## config.mk

```make
export PLATFORM = sky130hd
export DESIGN_NAME = demon_timer_bank
export DESIGN_NICKNAME = d
export VERILOG_FILES = /design/src/rtl/demon_timer_bank.sv
export SDC_FILE = /design/constraint.sdc
export NUM_CORES = 1
export LEC_CHECK = 0
export ABC_AREA = 0
export CAP_MARGIN = 20
export CORE_UTILIZATION = 35
export CTS_BUF_LIST = sky130_fd_sc_hd__clkbuf_8
export CTS_CLUSTER_SIZE = 20
export DETAILED_ROUTE_END_ITERATION = 8
export GPL_TIMING_DRIVEN = 0
export PLACE_DENSITY = 0.53
export SETUP_SLACK_MARGIN = 0.05
export SYNTH_ARGS = -nofsm -noshare
export SYNTH_HDL_FRONTEND = slang
export SYNTH_SLANG_ARGS = --single-unit
```

## constraint.sdc

```tcl
create_clock -name clk -period 2.65 [get_ports clk]
set_input_delay 0.3975 -clock clk [delete_from_list [all_inputs] [get_ports clk]]
set_output_delay 0.3975 -clock clk [all_outputs]
set_load 0.01 [all_outputs]
```

## src/rtl/demon_timer_bank.sv

```systemverilog
// Multi-channel tick timer: a shared prescaler turns clk into a tick, and each
// channel counts a programmable number of ticks in one-shot or periodic mode.
module demon_timer_bank #(
    parameter int MAX_COUNT = 10_000_000,
    parameter int NUM_CH    = 4,
    parameter int CNT_W     = 8,
    parameter int CH_W      = (NUM_CH > 1) ? $clog2(NUM_CH) : 1
) (
    input  logic              clk,
    input  logic              reset,
    input  logic              ena,
    input  logic              cfg_we,
    input  logic [CH_W-1:0]   cfg_ch,
    input  logic [CNT_W-1:0]  cfg_period,
    input  logic [1:0]        cfg_mode,
    input  logic [NUM_CH-1:0] start,
    input  logic [NUM_CH-1:0] stop,
    output logic              tick,
    output logic [NUM_CH-1:0] ch_out,
    output logic [NUM_CH-1:0] ch_busy,
    output logic [NUM_CH-1:0] ch_done
);

    localparam int            PW    = (MAX_COUNT > 1) ? $clog2(MAX_COUNT) : 1;
    localparam logic [PW-1:0] PLAST = PW'(MAX_COUNT - 1);

    typedef enum logic {
        IDLE = 1'b0,
        RUN  = 1'b1
    } state_t;

    logic [PW-1:0] pcnt;

    state_t           state     [NUM_CH];
    state_t           state_nxt [NUM_CH];
    logic [CNT_W-1:0] cnt       [NUM_CH];
    logic [CNT_W-1:0] cnt_nxt   [NUM_CH];
    logic [CNT_W-1:0] period    [NUM_CH];
    logic [1:0]       mode      [NUM_CH];

    logic [NUM_CH-1:0] done_nxt;
    logic [NUM_CH-1:0] out_nxt;
    logic [NUM_CH-1:0] expire;

    // Prescaler: tick is registered, so channels see it one cycle after the wrap
    always_ff @(posedge clk) begin
        if (reset) begin
            pcnt <= '0;
            tick <= 1'b0;
        end else begin
            tick <= 1'b0;
            if (ena) begin
                if (pcnt == PLAST) begin
                    pcnt <= '0;
                    tick <= 1'b1;
                end else begin
                    pcnt <= pcnt + PW'(1);
                end
            end
        end
    end

    // Channel state register, config registers and registered outputs
    always_ff @(posedge clk) begin
        if (reset) begin
            for (int i = 0; i < NUM_CH; i++) begin
                state[i]  <= IDLE;
                cnt[i]    <= '0;
                period[i] <= '0;
                mode[i]   <= 2'b00;
            end
            ch_out  <= '0;
            ch_done <= '0;
        end else begin
            for (int i = 0; i < NUM_CH; i++) begin
                state[i] <= state_nxt[i];
                cnt[i]   <= cnt_nxt[i];
                // Out-of-range addresses match no channel and are dropped
                if (cfg_we && (cfg_ch == CH_W'(i))) begin
                    period[i] <= cfg_period;
                    mode[i]   <= cfg_mode;
                end
            end
            ch_out  <= out_nxt;
            ch_done <= done_nxt;
        end
    end

    // Next-state logic, priority stop > start > tick
    always_comb begin
        for (int i = 0; i < NUM_CH; i++) begin
            state_nxt[i] = state[i];
            cnt_nxt[i]   = cnt[i];
            done_nxt[i]  = ch_done[i];
            expire[i]    = 1'b0;
            if (stop[i]) begin
                state_nxt[i] = IDLE;
            end else if (start[i] && (period[i] != '0)) begin
                cnt_nxt[i]   = period[i];
                state_nxt[i] = RUN;
                done_nxt[i]  = 1'b0;
            end else if (tick && (state[i] == RUN)) begin
                if (cnt[i] > CNT_W'(1)) begin
                    cnt_nxt[i] = cnt[i] - CNT_W'(1);
                end else begin
                    expire[i] = 1'b1;
                    if (mode[i][0] && (period[i] != '0)) begin
                        cnt_nxt[i] = period[i];
                    end else begin
                        // One-shot finishes; periodic with a zeroed period just stops
                        state_nxt[i] = IDLE;
                        if (!mode[i][0]) begin
                            done_nxt[i] = 1'b1;
                        end
                    end
                end
            end
        end
    end

    // Output decode: pulse mode follows the expiry, toggle mode flips on it
    always_comb begin
        for (int i = 0; i < NUM_CH; i++) begin
            out_nxt[i] = mode[i][1] ? (ch_out[i] ^ expire[i]) : expire[i];
            ch_busy[i] = (state[i] == RUN);
        end
    end

endmodule

```

=== Yosys cells after proc, flatten, opt, wreduce, memory -nomap -nowiden ===
Memories as Yosys holds them, arrays and structs flattened.
Index checks and enable logic that the tools add are counted.

* Bitwise logic cells: 25
* Order comparisons: 4
* Equality and inequality tests: 16
* Divide/modulo/power cells: 0
* Add/subtract/negate cells: 5
* Reduce and logical (&&, ||, !) cells: 30
* Multiplexer cells: 113
* $mul: 0
* Shift operators: 0

{| class="wikitable"
|+ Operators with widths
! operator !! count
|-
| 8-bit two-way mux || 28
|-
| 1-bit two-way mux || 80
|-
| 8-bit by 1-bit greater-than comparator with 1-bit output, second input constant || 4
|-
| 8-bit nonzero test || 4
|-
| 8-bit by 1-bit subtractor with 8-bit output, second input constant || 4
|-
| 24-bit by 1-bit adder with 24-bit output, second input constant || 1
|-
| 24-bit == test, second input constant || 1
|-
| 24-bit two-way mux || 1
|-
| 2-bit != test, second input constant || 12
|-
| 5-bit AND reduction || 4
|-
| 1-bit logical AND || 16
|-
| 1-bit OR || 16
|-
| 2-bit two-way mux || 4
|-
| 2-bit nonzero test || 4
|-
| 1-bit inverter || 5
|-
| 2-bit == test, second input constant || 2
|-
| 1-bit XOR || 4
|-
| 2-bit by 1-bit == test with 1-bit output, second input constant || 1
|-
| 2-bit zero test || 1
|-
| 2-bit OR reduction || 1
|}

* Input bits: 24
* Latch bits: 0
* Memory bits (read-only): 0
* RAM bits: 76
* Register bits after elaboration: 33
* Memories kept: 4
* Output and inout port bits: 13

{| class="wikitable"
|+ Memories
! name !! words !! bits a word !! read ports !! clocked after memory_dff !! wr ports !! RTL line !! RTL
|-
| cnt || 4 || 8 || 4 || 0 || 4 || 36 || <nowiki>logic [CNT_W-1:0] cnt [NUM_CH];</nowiki>
|-
| period || 4 || 8 || 4 || 0 || 4 || 38 || <nowiki>logic [CNT_W-1:0] period [NUM_CH];</nowiki>
|-
| mode || 4 || 2 || 4 || 0 || 4 || 39 || <nowiki>logic [1:0] mode [NUM_CH];</nowiki>
|-
| state || 4 || 1 || 4 || 0 || 4 || 34 || <nowiki>state_t state [NUM_CH];</nowiki>
|}

=== Longest topological paths before layout ===
* Word-level depth: 8
* Gate-level depth with buffers: 9
* Gate-level depth less buffers: 7

=== Least setup slack after synthesis ===
OpenSTA, ideal clock, no wires.

* Path kind: register -> register
* From: memory cnt[1][0]
* To: memory cnt[1][1]
* Path slack: 0.681 ns
* Cell stages (with the launch flop): 10
* Arrival: 1.882 ns
* Path buffers: 2
* Path through: dfxtp_1 inv_1 ha_1 clkbuf_1 o21bai_1 nor4_2 o32a_1 buf_2 nand2b_1 o31ai_1

{| class="wikitable"
|+ RTL lines
! element !! RTL line
|-
| from (decl) || 36
|}

==> results.txt <==
----------------------------------------------------
[Status]
  Outcome ... completed

[Final layout]
  Number of fill cells ... 1563
  Fraction of layout cells with a size suffix above 1 ... 6.73%
  Leading cell type in the layout, fill and taps excluded ... sky130_fd_sc_hd__dfxtp_1
  Number of nets in the layout ... 682
  Layout overhead on the synthesized area ... 15.3%
  Layout Cell Area excl Fill ... 0.00640 mm²
  Commonest cells after routing, fill and taps aside ... sky130_fd_sc_hd__dfxtp_1 (69), sky130_fd_sc_hd__nor2_1 (62), sky130_fd_sc_hd__nand2_1 (50), sky130_fd_sc_hd__and2_1 (42), sky130_fd_sc_hd__edfxtp_1 (40)
  Antenna Diode Count ... 0
  Post-route core utilization ... 41.8%
  Final cell count without fillers ... 865

[STA]
  Measured slew at the worst slew-check pin ... 811 ps
  Final hold violation count ... 0
  Achievable frequency ... 421 MHz
  Period minus WS final ... 2380 ps
  Share of the clock period used by the worst path ... 89.7%
  Setup violation total in the final timing report ... 0
  Setup repair after global routing missed its margin ... false
  Final count of pins violating max slew ... 0
  Fin Hold WS ... 480 ps
  Slew margin rel. ... 45.5%
  Clock skew after layout ... 10.2 ps

[Routing]
  DR vias/cell ... 5.39
  Post-DRT Antenna Nets ... 0
  Drt pass-1 iters ... 5
  Routed len/inst ... 16.5 µm
  Drt drc ... 0
  Via count of the routed design ... 4662
  Post-detailed-routing wire length ... 14300 µm
  Iteration-0 DRC count of the detailed router ... 421

[Floorplan]
  Starting utilization of the core area ... 36.2%
  Die extent in x ... 128 µm
  Std-Cell Rows ... 45
  Top Ports ... 37
  Floorplan core area ... 0.0153 mm²
  Die H ... 128 µm
  Die Outline Area ... 0.0164 mm²

[Placed design]
  Placed inst area ... 0.00617 mm²
  Final weighted congestion in routability-driven placement ... 0.868
  DPL Wire Length ... 10300 µm
  Number of I/O port buffers ... 36
  Dpl cells ... 849

[Global routing]
  Largest net degree at the start of global routing ... 18
  Initial antenna violation count ... 0
  GRT Util Overall ... 18.4%
  Overflow left after global routing ... 0
  Number of global-route vias before repair ... 4513
  Wire length of the first global-routing pass ... 23000 µm

[Synth]
  Area fraction in and, or, nand and nor cells after synthesis ... 25.9%
  Combinational family with the most area after synthesis ... simple AND/OR/NAND/NOR gates
  Compound-cell area share of the yosys netlist ... 16.7%
  Seq/Total Area, Yosys ... 46.6%
  Syn Area/Cell ... 9.21 µm²
  Yosys synthesis warning count ... 0
  Mapped Cells ... 602
  Count of distinct cell types in the synthesized netlist ... 58
  Proportion of synthesized flip-flops having asynchronous set or reset ... 0%
  Share of cell area taken by muxes after synthesis ... 1.08%
  Number of enable flip-flop cells after synthesis ... 40
  Share of the synthesized netlist area taken by xor and xnor gates ... 4.26%
  Total of flip-flops plus latches after synthesis ... 109
  Synth Area in Adders ... 2.03%
  Main flop type after synthesis ... sky130_fd_sc_hd__dfxtp_1
  Synthesized cell area ... 0.00555 mm²
  Number of nets produced by synthesis ... 635

[Setup path]
  WS Path Type ... reg2reg
  Required time of the critical path ... 2960 ps
  Endpoint of the worst-slack reg-to-reg timing path ... cnt[1][1]
  FF-to-FF path depth ... 9
  Worst setup SP type ... register
  RR Startpoint ... cnt[1][0]
  Largest driver fanout on the critical path ... 10
  R2r setup slk ... 270 ps
  Arr. time, crit path ... 2690 ps
  Critical Path End Type ... register
  Crit. Startpoint ... cnt[1][0]

[Clocking]
  Clock transition at the register clock pins on the worst setup and hold paths after CTS ... 110 ps
  Max clock buf depth ... 2
  Hold Buf Count CTS ... 0
  Clock latency at the later pin of the worst-skew pair ... 400 ps
  Clock Root Buffer ... sky130_fd_sc_hd__clkbuf_8
  TritonCTS Buffers ... 9
  Post-CTS setup buffers ... 0
  Number of sinks handled by clock tree synthesis ... 109
  CTS tree ... yes
  H-tree levels ... 3

[Job]
  Max capacitance violation total ... 0

[Power]
  Maximum resistive drop on vdd ... 0.000413 V
  Pwr Density ... 571 mW/mm²
  Static leakage ... 0.00220 µW

[Worst hold path]
  Instance count along the most critical hold path ... 2
  Worst min-delay path category ... reg2reg
  Destination of the worst hold path ... ch_done[2]
  Startpoint of the worst hold path ... ch_done[2]

----------------------------------------------------
layer usage:
metal  vias up  wire (µm)  GRT usage, %
li1       2307          -             -
met1      2234       6500          22.8
met2        98       6800          30.7
met3        23        585          4.42
met4         0        387          7.61
met5         -          0             0
where the power goes:
group,internal [µW],total (µW),switching (µW)
registers,1820,1900,72.9
logic,259,668,409
clock network,491,1080,593
total,2580,3650,1070
through the flow:
stage / TNS (ps) / power, µW / setup WS (ps)
final: 0 / 3650 / 272
after global routing: 0 / 3840 / 87.1
after CTS: 0 / 3690 / 217
after detailed placement: -12050 / 2590 / -460
after global placement: -12440 / 2590 / -446
after floorplan: 0 / 2370 / 681
worst max-delay path by stage:
stage	endpoint	slack, ps	cells after the start
3_5_place_dp	mode[3][0]	-460	5
3_3_place_gp	mode[3][0]	-450	5
6_report	cnt[1][1]	270	9
5_1_grt	cnt[1][7]	90	9
4_1_cts	pcnt[16]	220	6
2_1_floorplan	cnt[1][1]	680	9
kinds of logic after synthesis:
group	Yosys count
DFF	109
and+or+nand+nor	272
buffers and inverters	44
AOI/OAI and AO/OA	135
adders and majority gates	9
xor gates and xnor gates	27
muxes	6
state kept, by name (all words and copies together), names as in the netlist:
register,cells
pcnt,24
cnt,32
ch_done,4
ch_out,4
state,4
period,32
mode,8
tick,1
worst max-delay path: stages (launching register included):
cell	delay, ps
sky130_fd_sc_hd__dfxtp_1	380
sky130_fd_sc_hd__inv_1	80
sky130_fd_sc_hd__ha_1	190
sky130_fd_sc_hd__clkbuf_1	200
sky130_fd_sc_hd__o21bai_1	310
sky130_fd_sc_hd__nor4_4	90
sky130_fd_sc_hd__o32a_1	300
sky130_fd_sc_hd__buf_2	190
sky130_fd_sc_hd__nand2b_1	260
sky130_fd_sc_hd__o31ai_1	280
timing repair:
| item | in CTS | in global routing |
|---|---|---|
| setup endpoints to repair | 10 | 8 |
| resized for setup | 1 | 2 |
| gates cloned | 0 | 0 |
area by class of cell:
cell class | instances | area [µm²] | area share [%]
well taps | 211 | 264 | 4.13
multi-input cells | 449 | 2780 | 43.5
clock buffers | 11 | 151 | 2.37
repair buffers | 36 | 360 | 5.63
flip-flops and latches | 109 | 2580 | 40.4
clock inverters | 5 | 58.8 | 0.919
inverters | 20 | 75.1 | 1.17
plain buffers | 24 | 121 | 1.90
Yosys cell counts, types with 8 or more instances:
| cell | n | area [µm²] |
|---|---|---|
| sky130_fd_sc_hd__dfxtp_1 | 69 | 1380 |
| sky130_fd_sc_hd__nor4_1 | 15 | 93.8 |
| sky130_fd_sc_hd__a21oi_1 | 31 | 155 |
| sky130_fd_sc_hd__edfxtp_1 | 40 | 1200 |
| sky130_fd_sc_hd__nand2_1 | 50 | 188 |
| sky130_fd_sc_hd__inv_1 | 20 | 75.1 |
| sky130_fd_sc_hd__ha_1 | 9 | 113 |
| sky130_fd_sc_hd__nand3_1 | 15 | 75.1 |
| sky130_fd_sc_hd__nor3_1 | 27 | 135 |
| sky130_fd_sc_hd__o32ai_1 | 16 | 140 |
| sky130_fd_sc_hd__xnor2_1 | 14 | 123 |
| sky130_fd_sc_hd__and2_1 | 42 | 263 |
| sky130_fd_sc_hd__or3_1 | 9 | 56.3 |
| sky130_fd_sc_hd__xor2_1 | 13 | 114 |
| sky130_fd_sc_hd__nor2_1 | 62 | 233 |
| sky130_fd_sc_hd__and3_1 | 8 | 50.1 |
| sky130_fd_sc_hd__o21ai_0 | 18 | 90.1 |
| sky130_fd_sc_hd__clkbuf_1 | 12 | 45.0 |
| sky130_fd_sc_hd__a31oi_1 | 12 | 75.1 |
Note: power is estimated with default switching activity, not from simulation.
